[src/rtl/music_beat_ctrl.sv]
// Transport controller: beat index and tone-table enable at a selectable tempo,
// with play/pause/stop/loop. Optional seek is compiled in by MUSIC_CTRL_SEEK_EN.
module music_beat_ctrl #(
    parameter int CLK_HZ  = 100_000_000,
    parameter int BEAT_HZ = 8,
    parameter int LEN     = 64
) (
    input  logic        clk,
    input  logic        rst,
    input  logic        play,
    input  logic        pause,
    input  logic        stop,
    input  logic        loop,
    input  logic [1:0]  tempo_sel,
    input  logic        seek_fwd,
    input  logic        seek_back,
    output logic [11:0] ibeatNum,
    output logic        en,
    output logic        playing,
    output logic        done,
    output logic [1:0]  o_dbg_state
);
    localparam int P  = CLK_HZ / BEAT_HZ;
    localparam int TW = $clog2(2 * P);
    localparam logic [TW-1:0] PM1_BASE = TW'(P - 1);
    localparam logic [TW-1:0] PM1_FAST = TW'(P / 2 - 1);
    localparam logic [TW-1:0] PM1_SLOW = TW'(2 * P - 1);
    localparam logic [11:0]   LAST     = 12'(LEN - 1);

    typedef enum logic [1:0] {
        S_IDLE  = 2'd0,
        S_PLAY  = 2'd1,
        S_PAUSE = 2'd2
    } state_t;

    state_t         r_state;
    logic [11:0]    r_beat;
    logic [TW-1:0]  r_tick;
    logic [TW-1:0]  r_pcur_m1;
    logic           r_en;
    logic           r_done;

    logic [TW-1:0]  w_tempo_m1;
    logic           w_boundary;
    logic           w_at_last;
    logic           w_song_end;
    logic [11:0]    w_adv_beat;

    // Tick counter stores Pcur-1 so the boundary test is a plain compare.
    always_comb begin
        w_tempo_m1 = PM1_BASE;
        case (tempo_sel)
            2'b01:   w_tempo_m1 = PM1_FAST;
            2'b10:   w_tempo_m1 = PM1_SLOW;
            default: w_tempo_m1 = PM1_BASE;
        endcase
    end

    assign w_boundary = (r_tick == r_pcur_m1);
    assign w_at_last  = (r_beat == LAST);
    assign w_song_end = w_at_last & ~loop;
    assign w_adv_beat = w_at_last ? 12'd0 : r_beat + 12'd1;

`ifdef MUSIC_CTRL_SEEK_EN
    logic        w_do_fwd;
    logic        w_do_back;
    logic        w_seek;
    logic [12:0] w_fwd_sum;
    logic [11:0] w_seek_beat;

    assign w_do_fwd  = seek_fwd & ~seek_back;
    assign w_do_back = seek_back & ~seek_fwd;
    assign w_seek    = w_do_fwd | w_do_back;
    assign w_fwd_sum = {1'b0, r_beat} + 13'd4;

    always_comb begin
        w_seek_beat = r_beat;
        if (w_do_fwd) begin
            if (w_fwd_sum >= 13'(LEN))
                w_seek_beat = loop ? 12'(w_fwd_sum % 13'(LEN)) : LAST;
            else
                w_seek_beat = w_fwd_sum[11:0];
        end else if (w_do_back) begin
            w_seek_beat = (r_beat < 12'd4) ? 12'd0 : r_beat - 12'd4;
        end
    end
`else
    logic w_unused_seek;
    assign w_unused_seek = seek_fwd ^ seek_back;
`endif

    always_ff @(posedge clk) begin
        if (rst) begin
            r_state   <= S_IDLE;
            r_beat    <= 12'd0;
            r_tick    <= '0;
            r_pcur_m1 <= w_tempo_m1;
            r_en      <= 1'b0;
            r_done    <= 1'b0;
        end else begin
            r_done <= 1'b0;
            case (r_state)
                S_IDLE: begin
                    r_beat <= 12'd0;
                    r_tick <= '0;
                    if (!stop && !pause && play) begin
                        r_state   <= S_PLAY;
                        r_pcur_m1 <= w_tempo_m1;
                        r_en      <= 1'b1;
                    end
                end
                S_PLAY: begin
                    if (stop) begin
                        r_state <= S_IDLE;
                        r_beat  <= 12'd0;
                        r_tick  <= '0;
                        r_en    <= 1'b0;
                    end else if (pause) begin
                        r_en <= 1'b0;
                        // A boundary in the same cycle still advances or ends the song.
                        if (w_boundary && w_song_end) begin
                            r_state <= S_IDLE;
                            r_beat  <= 12'd0;
                            r_tick  <= '0;
                            r_done  <= 1'b1;
                        end else if (w_boundary) begin
                            r_state   <= S_PAUSE;
                            r_beat    <= w_adv_beat;
                            r_tick    <= '0;
                            r_pcur_m1 <= w_tempo_m1;
                        end else begin
                            r_state <= S_PAUSE;
                        end
                    end
`ifdef MUSIC_CTRL_SEEK_EN
                    else if (w_seek) begin
                        r_beat <= w_seek_beat;
                        r_tick <= '0;
                    end
`endif
                    else if (w_boundary) begin
                        r_tick <= '0;
                        if (w_song_end) begin
                            r_state <= S_IDLE;
                            r_beat  <= 12'd0;
                            r_en    <= 1'b0;
                            r_done  <= 1'b1;
                        end else begin
                            r_beat    <= w_adv_beat;
                            r_pcur_m1 <= w_tempo_m1;
                        end
                    end else begin
                        r_tick <= r_tick + TW'(1);
                    end
                end
                S_PAUSE: begin
                    if (stop) begin
                        r_state <= S_IDLE;
                        r_beat  <= 12'd0;
                        r_tick  <= '0;
                    end else if (play) begin
                        r_state <= S_PLAY;
                        r_en    <= 1'b1;
                    end
`ifdef MUSIC_CTRL_SEEK_EN
                    else if (w_seek) begin
                        r_beat <= w_seek_beat;
                        r_tick <= '0;
                    end
`endif
                end
                default: begin
                    r_state <= S_IDLE;
                    r_beat  <= 12'd0;
                    r_tick  <= '0;
                    r_en    <= 1'b0;
                end
            endcase
        end
    end

    assign ibeatNum    = r_beat;
    assign en          = r_en;
    assign playing     = r_en;
    assign done        = r_done;
    assign o_dbg_state = r_state;
endmodule

[config.mk]
export PLATFORM = sky130hd
export DESIGN_NAME = music_beat_ctrl
export DESIGN_NICKNAME = d
export VERILOG_FILES = /design/src/rtl/music_beat_ctrl.sv
export SDC_FILE = /design/constraint.sdc
export NUM_CORES = 1
export LEC_CHECK = 0
export ABC_AREA = 1
export CORE_MARGIN = 10
export CORE_UTILIZATION = 59
export CTS_CLUSTER_SIZE = 40
export DETAILED_ROUTE_END_ITERATION = 10
export HOLD_SLACK_MARGIN = 0.12
export PLACE_DENSITY = 0.77
export SYNTH_ARGS = -nofsm -noshare
export SYNTH_HDL_FRONTEND = slang
export SYNTH_SLANG_ARGS = --single-unit
[constraint.sdc]
create_clock -name clk -period 2.55 [get_ports clk]
set_clock_uncertainty 0.05 [all_clocks]
set_input_delay 0.255 -clock clk [delete_from_list [all_inputs] [get_ports clk]]
set_output_delay 0.255 -clock clk [all_outputs]
set_load 0.005 [all_outputs]
# ---- Yosys cells after proc, flatten, opt, wreduce, memory -nomap -nowiden
# Cells that the tools add are included.
dict set report word_totals {
  reg_bits 66
  in_bits 10
  out_inout_bits 17
  word_cells 92
}
dict set report classes {
  n_addsub 2
  eq_ne 21
  mux 47
  bitwise 3
  n_reduce_logical 13
}
# operator count
set op_table {}
lappend op_table {{two-way mux 25 bit} 14}
lappend op_table {{one-hot mux 25 bit (2 select lines)} 3}
lappend op_table {{two-way mux 12 bit} 8}
lappend op_table {{!= test 4 bit, second input constant} 7}
lappend op_table {{adder 25 x 1 -> 25 bit, second input constant} 1}
lappend op_table {{equality test 25 bit} 1}
lappend op_table {{one-hot mux 12 bit (2 select lines)} 1}
lappend op_table {{two-way mux 2 bit} 8}
lappend op_table {{adder 12 x 1 -> 12 bit, second input constant} 1}
lappend op_table {{equality test 12 x 6 -> 1 bit, second input constant} 1}
lappend op_table {{two-way mux 1 bit} 11}
lappend op_table {{!= test 3 bit, second input constant} 3}
lappend op_table {{!= test 2 bit, second input constant} 4}
lappend op_table {{AND reduction 7 bit} 1}
lappend op_table {{one-hot mux 2 bit (3 select lines)} 1}
lappend op_table {{!= test 5 bit, second input constant} 1}
lappend op_table {{AND reduction 5 bit} 1}
lappend op_table {{equality test 2 x 1 -> 1 bit, second input constant} 2}
lappend op_table {{equality test 2 bit, second input constant} 2}
lappend op_table {{AND reduction 4 bit} 1}
lappend op_table {{logical AND 1 bit} 3}
lappend op_table {{one-hot mux 1 bit (3 select lines)} 1}
lappend op_table {{AND reduction 3 bit} 1}
lappend op_table {{nonzero test 3 bit} 1}
lappend op_table {{6 further kinds} 8}

# ---- Depth between registers and ports, before layout
# Gate-level depths: netlist (run 1).
dict set report logic_depth {
  depth_word 8
  depth_mapped 13
  mapped_depth_nobuf 12
}

# ---- Worst setup path after synthesis (run 1)
# No wires, ideal clock.
dict set report synth_timing {
  path_type {reg2reg}
  from {register r_beat[0], in the netlist ibeatNum[0]}
  to {register r_pcur_m1[17], enable pin}
  setup_ns 0.282
  t_arrival_ns 1.443
  required_ns 2.218
  setup_slack_ns 0.774
  stages_incl_launch_ff 11
  n_path_buf 0
  period_less_slack_ns 1.776
  cell_sequence {dfxtp_1 > ha_1 > nand2_1 > nor2_1 > nand2_1 > inv_1 > nand3b_1 > nand2_1 > o21ai_0 > nand2_1 > nand2_1}
}
dict set report synth_between {
  elab_chain_cells 5
  elab_cells_between_ends 7
  cone_classes {4 x eq/ne; 1 x bitwise; 2 x reduce/logical}
}
# item line_no
set synth_lines {}
lappend synth_lines {{start: declaration} 37} ;# logic [11:0] r_beat;
lappend synth_lines {{start signal: assignment} 128} ;# r_beat <= w_adv_beat;
lappend synth_lines {{start signal: assignment} 149} ;# r_beat <= w_adv_beat;
lappend synth_lines {{equality test 12 x 6 -> 1 bit (*)} 60} ;# assign w_at_last = (r_beat == LAST);
lappend synth_lines {{bitwise AND 1 bit (*)} 61} ;# assign w_song_end = w_at_last & ~loop;
lappend synth_lines {{logical AND 1 bit} 121} ;# if (w_boundary && w_song_end) begin
lappend synth_lines {{!= test 4 bit (no line)} n/a}
lappend synth_lines {{AND reduction 7 bit (no line) (*)} n/a}
lappend synth_lines {{end signal: assignment} 97} ;# r_pcur_m1 <= w_tempo_m1;
lappend synth_lines {{end signal: assignment} 130} ;# r_pcur_m1 <= w_tempo_m1;
lappend synth_lines {{end signal: assignment} 150} ;# r_pcur_m1 <= w_tempo_m1;
lappend synth_lines {{end: declaration} 39} ;# logic [TW-1:0] r_pcur_m1;
# Mark *: on every way between the ends. The rest lies on a longest branch, timed or not.
# A chain may end at the register's enable or synchronous reset.

# ---- Worst setup path in the final report (run 1)
dict set report layout_timing {
  from {register r_pcur_m1[21]}
  to {register r_beat[10], in the netlist ibeatNum[10]}
}
dict set report layout_between {
  elab_chain_cells 6
  elab_cells_between_ends 9
  cone_classes {3 x eq/ne; 4 x mux; 2 x reduce/logical}
}
# item line_no
set layout_lines {}
lappend layout_lines {{start signal: assignment} 97}
lappend layout_lines {{start signal: assignment} 108} ;# r_pcur_m1 <= w_tempo_m1;
lappend layout_lines {{start signal: assignment} 130}
lappend layout_lines {{equality test 25 bit (*)} 59} ;# assign w_boundary = (r_tick == r_pcur_m1);
lappend layout_lines {{logical AND 1 bit} 121}
lappend layout_lines {{two-way mux 12 bit} 121}
lappend layout_lines {{two-way mux 12 bit} 118} ;# end else if (pause) begin
lappend layout_lines {{two-way mux 12 bit} 113} ;# if (stop) begin
lappend layout_lines {{one-hot mux 12 bit (2 select lines)} 102} ;# case (r_state)
# Marked as above.

==> results of run 1 <==
## layer usage
layer / vias to the layer above / part of all wire (%) / track usage (%) / wire, µm
met4: 0 / 2.6 / 8.10 / 214
met5: - / 0 / 0 / 0
met2: 95 / 47 / 32.0 / 3890
met1: 1476 / 45 / 24.5 / 3720
met3: 18 / 6.4 / 5.42 / 533
li1: 1726 / - / - / -
## synth_stat cells (4+ instances only)
cell	instances	area [µm²]
sky130_fd_sc_hd__a21oi_1	23	115
sky130_fd_sc_hd__buf_2	5	25.0
sky130_fd_sc_hd__dfxtp_1	41	821
sky130_fd_sc_hd__edfxtp_1	6	180
sky130_fd_sc_hd__ha_1	6	75.1
sky130_fd_sc_hd__inv_1	60	225
sky130_fd_sc_hd__inv_2	9	33.8
sky130_fd_sc_hd__nand2_1	139	522
sky130_fd_sc_hd__nand3_1	47	235
sky130_fd_sc_hd__nand3_2	18	180
sky130_fd_sc_hd__nand3b_1	4	30.0
sky130_fd_sc_hd__nand4_1	9	56.3
sky130_fd_sc_hd__nor2_1	97	364
sky130_fd_sc_hd__nor3_1	19	95.1
sky130_fd_sc_hd__o21ai_0	11	55.1
sky130_fd_sc_hd__xor2_1	6	52.6
## worst max path at each step
stage	from	end	slack (ns)	cells after the start
after floorplan	ibeatNum[0]	r_pcur_m1[17]	0.77	10
after global placement	stop	ibeatNum[10]	0.33	6
after detailed placement	stop	ibeatNum[10]	0.34	8
after CTS	r_pcur_m1[21]	ibeatNum[10]	0.43	10
after global routing	ibeatNum[0]	r_pcur_m1[17]	0.25	10
final	r_pcur_m1[21]	ibeatNum[10]	0.41	10
## sequential cells by signal, summed over array words and instances (netlist names)
register	flops
r_tick	25
ibeatNum	12
r_pcur_m1	6
o_dbg_state	2
done	1
en	1
## per-stage QoR
step | total power, mW | setup WS, ns | std cells
6_report | 1.61 | 0.405 | 625
5_1_grt | 1.69 | 0.252 | 625
3_5_place_dp | 1.06 | 0.341 | 617
2_1_floorplan | 0.987 | 0.774 | 531
3_3_place_gp | 1.06 | 0.328 | 617
4_1_cts | 1.61 | 0.431 | 625
## layout make-up
class,count,share of cell area (%)
multi-input cells,399,52.6
flip-flops and latches,47,27.0
repair buffers,30,8.04
inverters,69,6.99
well taps,72,2.43
clock buffers,6,1.96
clock inverters,2,1.01
## cells by family (layout without fill, tap and decap cells)
family / Yosys count / in the layout / share of synthesized area, %
compound gates: 37 / 37 / 6.07
flops: 47 / 47 / 30.0
buf+inv: 85 / 107 / 11.7
simple gates: 347 / 347 / 47.7
fa+ha+maj: 6 / 6 / 2.25
xor+xnor: 9 / 9 / 2.36
## power by group
part / switching, mW / total (mW) / internal (mW)
Sequential: 0.0296 / 0.805 / 0.775
Combinational: 0.147 / 0.239 / 0.0915
Clock: 0.269 / 0.562 / 0.293
## worst reg2reg max path: cells and delay by family, from the launching register on
kind                   cells  cell delay [ns]
AND/OR/NAND/NOR            8             1.08
AO/OA/AOI/OAI              1             0.26
buffers and inverters      1             0.11
flip-flops                 1             0.52
==> impl_metrics.csv, run 1 <==
group,metric,value,unit
critical_path,path_max_fanout,15,
timing,final.hold.worst_slack,0.444,ns
layout,layout_commonest_cell,"sky130_fd_sc_hd__nand2_1",
clocking,clock_sinks,47,
yosys,ys_async_sr_fraction,0,%
critical_path,endpoint_kind,"flip-flop",
yosys,postSynthNetCount,547,
floorplanning,row_count,27,
placed_design,hpwl,6.37,mm
drt,post_drt_via_cell_ratio,5.30,
status,outcome,"completed",
critical_path,list_of_cells_traversed_by_the_critical_path,"inv_2, nand3_1, nand2_1, nand2_1, nor2_1, nand2_4, nand2_4, nand2_1, o21ai_0, nor2_1",
timing,final-hold-violation-count,0,
clocking,clockBufferDepth,2,
yosys,yosys_warnings,0,
clocking,clock_root_cell,"sky130_fd_sc_hd__clkbuf_8",
layout,ant_cells,0,
critical_path,ff2ff_setup_slack,0.41,ns
layout,drive_above_1_share,9.22,%
timing,actual_transition_at_the_worst_max_transition_pin,0.473,ns
floorplanning,floorplan.io_pins,27,
global_route,grt_pass1_wl,14.7,mm
critical_path,worstSetupStartpointType,"flip-flop",
min_path,timing.hold.worst_path_depth,2,
clocking,cts_tree,"done",
timing,totalNegativeSetupSlack,0,ns
drt,firstDrtPassIters,5,
critical_path,worst_r2r_endpoint,"ibeatNum[10]",
global_route,combined_global_route_utilization_of_all_metal_layers,19.9,%
power,power_per_cell_area,433,mW/mm²
layout,fin_area,0.00371,mm²
yosys,ys_seq_elements,47,
layout,area_overhead_of_the_layout_relative_to_synthesis,11.0,%
placed_design,routability_cong,0.952,
timing,layout_worst_path_cycle_share,84.1,%
timing,report.final.slew_viol_count,0,
floorplanning,die_width,95.2,µm
layout,nFillCells,534,
yosys,netlist_area,0.00334,mm²
timing,report.final.setup_viol,0,
clocking,numCtsBuffers,5,
floorplanning,die-height,95.2,µm
clocking,cts_hold_buffers,0,
drt,wire_per_inst,13.4,µm
layout,final_util,67.3,%
global_route,antenna_found_initial,0,
power,vdd_ir_drop_max,0.256,mV
critical_path,reg2regPathDepth,10,
timing,final.min_clock_period,2.14,ns
critical_path,critical_path_required,2.70,ns
placed_design,detailed_place.area,0.00360,mm²
critical_path,critical_path.n_buffers_inverters,1,
global_route,pin_count_of_the_biggest_net_entering_global_routing,24,
yosys,avgSynthCellArea,6.29,µm²
critical_path,crit_path_top_delay_cell,"sky130_fd_sc_hd__edfxtp_1",
critical_path,timing.setup.critical_path_class,"flip-flop to flip-flop",
yosys,synthDistinctLibCells,34,
min_path,hold_wc_path_type,"flip-flop to flip-flop",
critical_path,critical_path.top_delay_family,"simple AND/OR/NAND/NOR gates",
yosys,mapped_cells,531,
yosys,synth_enable_flop_cells,6,
clocking,cts_max_level,2,
critical_path,worst-endpoint-arrival,2.30,ns
flow_run,max_cap_violations,0,
timing,timing.slew.headroom,68.2,%
min_path,min_to,"r_tick[1]",
yosys,postSynth.topFlopCell,"sky130_fd_sc_hd__dfxtp_1",
floorplanning,initial_utilization,60.6,%
layout,multiInputGateArea,0.00195,mm²
drt,dr_total_vias,3315,
global_route,via_count_of_the_first_global_routing_pass,3207,
drt,drt_wl_total,8.35,mm
floorplanning,die-area,0.00907,mm²
critical_path,crit_top_cell,"sky130_fd_sc_hd__nand2_1",
drt,drc,0,
clocking,clk_latency,0.31,ns
clocking,clk_pin_slew_worst_paths,0.09,ns
min_path,min_from,"r_tick[1]",
critical_path,r2r-start,"r_pcur_m1[21]",
clocking,cts_post_setup_buffers_inserted,0,
drt,route.antenna.remaining_nets,0,
layout,layout_common_cells,"139 x sky130_fd_sc_hd__nand2_1, 97 x sky130_fd_sc_hd__nor2_1, 60 x sky130_fd_sc_hd__inv_1, 47 x sky130_fd_sc_hd__nand3_1, 41 x sky130_fd_sc_hd__dfxtp_1",
global_route,grt_remaining_overflow,0,
clocking,cts-resized-gates,0,
floorplanning,placeableCoreArea,0.00551,mm²
placed_design,place.port_buffers,24,
drt,initialDrtViolationCount,202,
critical_path,critical-path-max-stage-delay,0.52,ns
timing,max_clock_freq,0.466,GHz
layout,ff_latch_area,0.00100,mm²
timing,rsz0062_at_grt,"no",
yosys,seq_area_frac_synth,30.0,%
power,static-leakage-power,1.54,nW
layout,fin_nets,568,
Power figures use the tool's default switching activity.
==> inputs of run 2 (changes only) <==
==> constraint.sdc (replaced) <==
create_clock -name clk -period 2.01 [get_ports clk]
set_clock_uncertainty 0.05 [all_clocks]
set_input_delay 0.201 -clock clk [delete_from_list [all_inputs] [get_ports clk]]
set_output_delay 0.201 -clock clk [all_outputs]
set_load 0.005 [all_outputs]
==> run 2 against run 1 <==
Sequential cell count unchanged. Core utilization is 4.5 points higher. Critical path depth up 3. Die area unchanged. Non-clock buffer count up 29. Wire length increased by 8.3%. Final cell count increased by 4.6%.
==> impl_metrics.csv, run 2 (synthesis results as in run 1) <==
group,metric,value,unit
drt,drc,0,
critical_path,worst-endpoint-arrival,2.02,ns
critical_path,critical_path_required,2.20,ns
critical_path,timing.setup.critical_path_class,"flip-flop to flip-flop",
drt,initialDrtViolationCount,144,
clocking,numCtsBuffers,5,
critical_path,list_of_cells_traversed_by_the_critical_path,"inv_2, nand2_1, nand2_1, nor2_1, nand2_1, nor2_4, nand2_4, nand2_4, buf_12, nand3_2, nand2_1, nand2_1, nor2_1",
timing,report.final.slew_viol_count,0,
clocking,clock_root_cell,"sky130_fd_sc_hd__clkbuf_8",
critical_path,crit_top_cell,"sky130_fd_sc_hd__nand2_1",
layout,layout_common_cells,"137 x sky130_fd_sc_hd__nand2_1, 96 x sky130_fd_sc_hd__nor2_1, 60 x sky130_fd_sc_hd__inv_1, 46 x sky130_fd_sc_hd__nand3_1, 39 x sky130_fd_sc_hd__dfxtp_1",
clocking,cts_max_level,2,
placed_design,post-place-ws,0.0832,ns
critical_path,endpoint_kind,"flip-flop",
timing,timing.slew.headroom,71.2,%
timing,actual_transition_at_the_worst_max_transition_pin,0.429,ns
placed_design,routability_cong,0.872,
global_route,grt_pass1_wl,14.8,mm
drt,dr_total_vias,3465,
timing,rsz0062_at_grt,"no",
placed_design,detailed_place.area,0.00384,mm²
timing,max_clock_freq,0.546,GHz
layout,nFillCells,500,
global_route,grt_remaining_overflow,0,
floorplanning,placeableCoreArea,0.00551,mm²
clocking,cts_tree,"done",
critical_path,critical-path-max-stage-delay,0.50,ns
power,power_per_cell_area,495,mW/mm²
global_route,via_count_of_the_first_global_routing_pass,3334,
timing,layout_worst_path_cycle_share,91.1,%
clocking,clock_sinks,47,
min_path,timing.hold.worst_path_depth,2,
floorplanning,die-area,0.00907,mm²
global_route,antenna_found_initial,0,
critical_path,path_max_fanout,18,
drt,drt_wl_total,9.04,mm
layout,layout_commonest_cell,"sky130_fd_sc_hd__nand2_1",
drt,post_drt_via_cell_ratio,5.30,
timing,report.final.setup_viol,0,
clocking,clockBufferDepth,2,
critical_path,ff2ff_setup_slack,0.18,ns
drt,route.antenna.remaining_nets,0,
floorplanning,die_width,95.2,µm
critical_path,crit_path_top_delay_cell,"sky130_fd_sc_hd__dfxtp_1",
power,vdd_ir_drop_max,0.381,mV
timing,final-hold-violation-count,0,
placed_design,hpwl,7.09,mm
layout,largest_register_ffs,25,
critical_path,worstSetupStartpointType,"flip-flop",
flow_run,max_cap_violations,0,
floorplanning,initial_utilization,60.6,%
clocking,clk_latency,0.30,ns
floorplanning,floorplan.io_pins,27,
global_route,combined_global_route_utilization_of_all_metal_layers,20.4,%
layout,registers.top_by_ff_count,"r_tick",
layout,fin_nets,597,
clocking,cts_hold_buffers,0,
clocking,clk_pin_slew_worst_paths,0.09,ns
status,outcome,"completed",
floorplanning,row_count,27,
min_path,hold_wc_path_type,"flip-flop to flip-flop",
drt,firstDrtPassIters,4,
layout,area_overhead_of_the_layout_relative_to_synthesis,18.4,%
floorplanning,die-height,95.2,µm
power,static-leakage-power,1.69,nW
layout,ant_cells,0,
layout,fin_area,0.00395,mm²
timing,finalWorstSetupSlack,0.179,ns
layout,drive_above_1_share,14.8,%
critical_path,reg2regPathDepth,13,
global_route,pin_count_of_the_biggest_net_entering_global_routing,24,
timing,final.min_clock_period,1.83,ns
placed_design,place.port_buffers,24,
drt,wire_per_inst,13.8,µm
timing,totalNegativeSetupSlack,0,ns
==> run 2: area by class of cell <==
type / instances / area, µm² / area share (%)
sequential: 47 / 1000 / 25.4
inverter: 69 / 259 / 6.55
tap: 72 / 90.1 / 2.28
timing repair buffer: 59 / 553 / 14.0
clock buffer: 6 / 72.6 / 1.84
clock inverter: 2 / 12.5 / 0.317
multi-input combinational: 399 / 1960 / 49.6
==> run 2: final timing paths <==
check	start	end
worst max-delay path	r_tick[17]	r_tick[13]
worst min-delay path	r_tick[1]	r_tick[1]
worst min register to register	r_tick[1]	r_tick[1]
worst max register to register	r_tick[17]	r_tick[13]
==> run 2: timing repair <==
item	CTS	global route
buffers inserted	0	1
gates resized for setup	0	6
setup endpoints to repair	0	27
==> run 2: critical path, delay by kind of cell, from the launching register on <==
family                 cells  cell delay, ns
DFF                        1            0.50
buffers and inverters      2            0.26
and+or+nand+nor           11            0.94
==> run 2: per-layer routing <==
| metal | global-route usage [%] | wire length [µm] | vias to the layer above |
|---|---|---|---|
| met1 | 21.9 | 3630 | 1551 |
| met4 | 11.2 | 447 | 0 |
| met2 | 36.3 | 4510 | 94 |
| li1 | - | - | 1783 |
| met5 | 0 | 0 | - |
| met3 | 4.48 | 454 | 37 |
==> run 2: power by group <==
part           total [mW]  internal (mW)  switching [mW]
sequential           1.01          0.984          0.0305
clock               0.586          0.244           0.342
combinational       0.355          0.151           0.204
total                1.96           1.38           0.577
==> run 2: metrics by stage <==
step	total power [mW]	utilization, %	hold slack (ns)	cells
global route	2.04	71.8	0.451	654
floorplan	1.25	-	0.327	531
finish	1.96	71.8	0.426	654
CTS	1.95	71.3	0.440	653
global placement	1.38	69.8	0.422	645
detailed placement	1.38	69.8	0.428	645
==> inputs of run 3 (changes only) <==
--- a/config.mk
+++ b/config.mk
@@ -7,11 +7,11 @@
 export LEC_CHECK = 0
 export ABC_AREA = 1
 export CORE_MARGIN = 10
-export CORE_UTILIZATION = 59
+export CORE_UTILIZATION = 50
 export CTS_CLUSTER_SIZE = 40
 export DETAILED_ROUTE_END_ITERATION = 10
 export HOLD_SLACK_MARGIN = 0.12
-export PLACE_DENSITY = 0.77
+export PLACE_DENSITY = 0.66
 export SYNTH_ARGS = -nofsm -noshare
 export SYNTH_HDL_FRONTEND = slang
 export SYNTH_SLANG_ARGS = --single-unit
==> run 3 against run 2 <==
Final cell count is 1.4% higher. Combinational power hardly changed. Global-route usage is 1.8 points lower. Wire length is 3.7% higher. Power is 6.3% higher. Highest routed layer unchanged.
==> impl_metrics.csv, run 3 (synthesis results as in run 1) <==
group,metric,value,unit
drt,initialDrtViolationCount,223,
floorplanning,die-area,0.0103,mm²
timing,layout_worst_path_cycle_share,93.3,%
clocking,numCtsBuffers,5,
critical_path,endpoint_kind,"flip-flop",
timing,final.min_clock_period,1.88,ns
drt,firstDrtPassIters,5,
layout,fin_nets,601,
flow_run,max_cap_violations,0,
min_path,min_from,"r_tick[1]",
layout,layout_common_cells,"138 x sky130_fd_sc_hd__nand2_1, 95 x sky130_fd_sc_hd__nor2_1, 60 x sky130_fd_sc_hd__inv_1, 46 x sky130_fd_sc_hd__nand3_1, 38 x sky130_fd_sc_hd__dfxtp_1",
global_route,grt_remaining_overflow,0,
drt,route.antenna.remaining_nets,0,
power,power_per_cell_area,518,mW/mm²
drt,post_drt_via_cell_ratio,5.27,
timing,final.hold.worst_slack,0.426,ns
power,vdd_ir_drop_max,0.553,mV
critical_path,worst-endpoint-arrival,2.03,ns
layout,ant_cells,0,
critical_path,crit_path_top_delay_cell,"sky130_fd_sc_hd__edfxtp_1",
min_path,timing.hold.worst_path_depth,2,
critical_path,worstSetupStartpointType,"flip-flop",
critical_path,path_max_fanout,10,
clocking,cts_max_level,2,
global_route,grt_util_met1,27.9,%
placed_design,hpwl,7.44,mm
floorplanning,die_width,102,µm
placed_design,dpl.cell_count,651,
clocking,clock_root_cell,"sky130_fd_sc_hd__clkbuf_8",
timing,report.final.setup_viol,0,
critical_path,critical_path.n_buffers_inverters,2,
global_route,most_crowded_layer_after_global_routing,"met1",
drt,drt_wl_total,9.37,mm
layout,drive_above_1_share,16.2,%
timing,final-hold-violation-count,0,
global_route,grt_pass1_wl,15.4,mm
floorplanning,floorplan.io_pins,27,
timing,timing.slew.headroom,68.0,%
placed_design,post-place-ws,0.0133,ns
global_route,antenna_found_initial,0,
global_route,met3_demand_to_capacity_share_in_global_routing,3.13,%
global_route,grt_util_met2,26.6,%
timing,report.final.slew_viol_count,0,
global_route,pin_count_of_the_biggest_net_entering_global_routing,21,
layout,largest_register_ffs,25,
global_route,via_count_of_the_first_global_routing_pass,3115,
layout,layout_commonest_cell,"sky130_fd_sc_hd__nand2_1",
critical_path,timing.setup.critical_path_class,"flip-flop to flip-flop",
drt,drc,0,
timing,max_clock_freq,0.533,GHz
timing,actual_transition_at_the_worst_max_transition_pin,0.476,ns
critical_path,critical_path_cell_count,11,
clocking,cts_tree,"done",
critical_path,r2r-start,"r_pcur_m1[22]",
drt,dr_total_vias,3493,
floorplanning,row_count,29,
critical_path,crit_path_start,"r_pcur_m1[22]",
floorplanning,placeableCoreArea,0.00642,mm²
layout,area_overhead_of_the_layout_relative_to_synthesis,20.3,%
clocking,clock_sinks,47,
clocking,clockBufferDepth,2,
placed_design,routability_cong,0.963,
critical_path,critical_path_required,2.16,ns
power,static-leakage-power,1.71,nW
timing,totalNegativeSetupSlack,0,ns
critical_path,critical-path-max-stage-delay,0.51,ns
critical_path,reg2regPathDepth,11,
clocking,clk_latency,0.30,ns
min_path,hold_wc_path_type,"flip-flop to flip-flop",
clocking,cts_hold_buffers,0,
clocking,clk_pin_slew_worst_paths,0.09,ns
critical_path,critical_path.top_delay_family,"simple AND/OR/NAND/NOR gates",
status,outcome,"completed",
floorplanning,die-height,102,µm
placed_design,place.port_buffers,24,
layout,final_cells,663,
drt,wire_per_inst,14.1,µm
critical_path,crit_top_cell,"sky130_fd_sc_hd__nand2_1",
floorplanning,initial_utilization,52.0,%
global_route,combined_global_route_utilization_of_all_metal_layers,18.6,%
critical_path,list_of_cells_traversed_by_the_critical_path,"inv_1, nand3_1, nand2_1, nand2_1, nor2_2, nand2_4, nand2_8, nand2_1, buf_4, nand2_1, a21oi_1",
timing,finalWorstSetupSlack,0.135,ns
layout,registers.top_by_ff_count,"r_tick",
## run 3: cell count changes in the layout (fill, tap and decap cells not counted), moves of 2 or more
cell	previous run	this run
sky130_fd_sc_hd__buf_12	4	1
sky130_fd_sc_hd__buf_4	31	37
sky130_fd_sc_hd__nand2_2	5	3
sky130_fd_sc_hd__nand2_8	0	2
sky130_fd_sc_hd__nor3_1	19	17
sky130_fd_sc_hd__nor3_2	0	2
## run 3: stage by stage
stage / util, % / power, mW / instance area (µm²)
after floorplan: - / 1.25 / 3340
after global placement: 59.5 / 1.37 / 3820
after detailed placement: 59.5 / 1.37 / 3820
after CTS: 61.2 / 2.08 / 3930
after global routing: 62.5 / 2.17 / 4020
final: 62.5 / 2.08 / 4020
## run 3: report_power, final
group | internal [mW] | switching (mW) | leakage [nW]
Combinational | 0.148 | 0.208 | 1.27
Clock | 0.365 | 0.340 | 0.0556
Sequential | 0.984 | 0.0335 | 0.391
## run 3: repair_timing
| item | CTS | global route |
|---|---|---|
| endpoints found under the setup margin | 0 | 36 |
| buffers inserted | 0 | 4 |
| gates resized for setup | 0 | 16 |
## run 3: final cells by class
class / instances / area (µm²)
fillers: 608 / 2410
multi-input cells: 399 / 2000
flip-flops and latches: 47 / 1000
repair buffers: 63 / 549
inverters: 69 / 259
well taps: 77 / 96.3
clock buffers: 5 / 68.8
clock inverters: 3 / 38.8
## run 3: per-layer routing
layer / vias up / wire length [µm]
met1: 1563 / 4620
met4: 0 / 80
met3: 9 / 783
met5: - / 0
met2: 127 / 3890
li1: 1794 / -
## run 3: final timing paths
kind,end,slack (ns)
hold / removal,r_tick[1],0.43
setup / recovery,ibeatNum[1],0.13
setup reg to reg,ibeatNum[1],0.13
hold reg to reg,r_tick[1],0.43
## run 3: worst reg2reg max path, cell delays in order (launching register included)
cell and delay [ns]:
sky130_fd_sc_hd__edfxtp_1 0.51, sky130_fd_sc_hd__inv_1 0.14, sky130_fd_sc_hd__nand3_1 0.08, sky130_fd_sc_hd__nand2_1 0.06, sky130_fd_sc_hd__nand2_1 0.05, sky130_fd_sc_hd__nor2_2 0.17
sky130_fd_sc_hd__nand2_4 0.15, sky130_fd_sc_hd__nand2_8 0.13, sky130_fd_sc_hd__nand2_1 0.07, sky130_fd_sc_hd__buf_4 0.20, sky130_fd_sc_hd__nand2_1 0.10, sky130_fd_sc_hd__a21oi_1 0.07
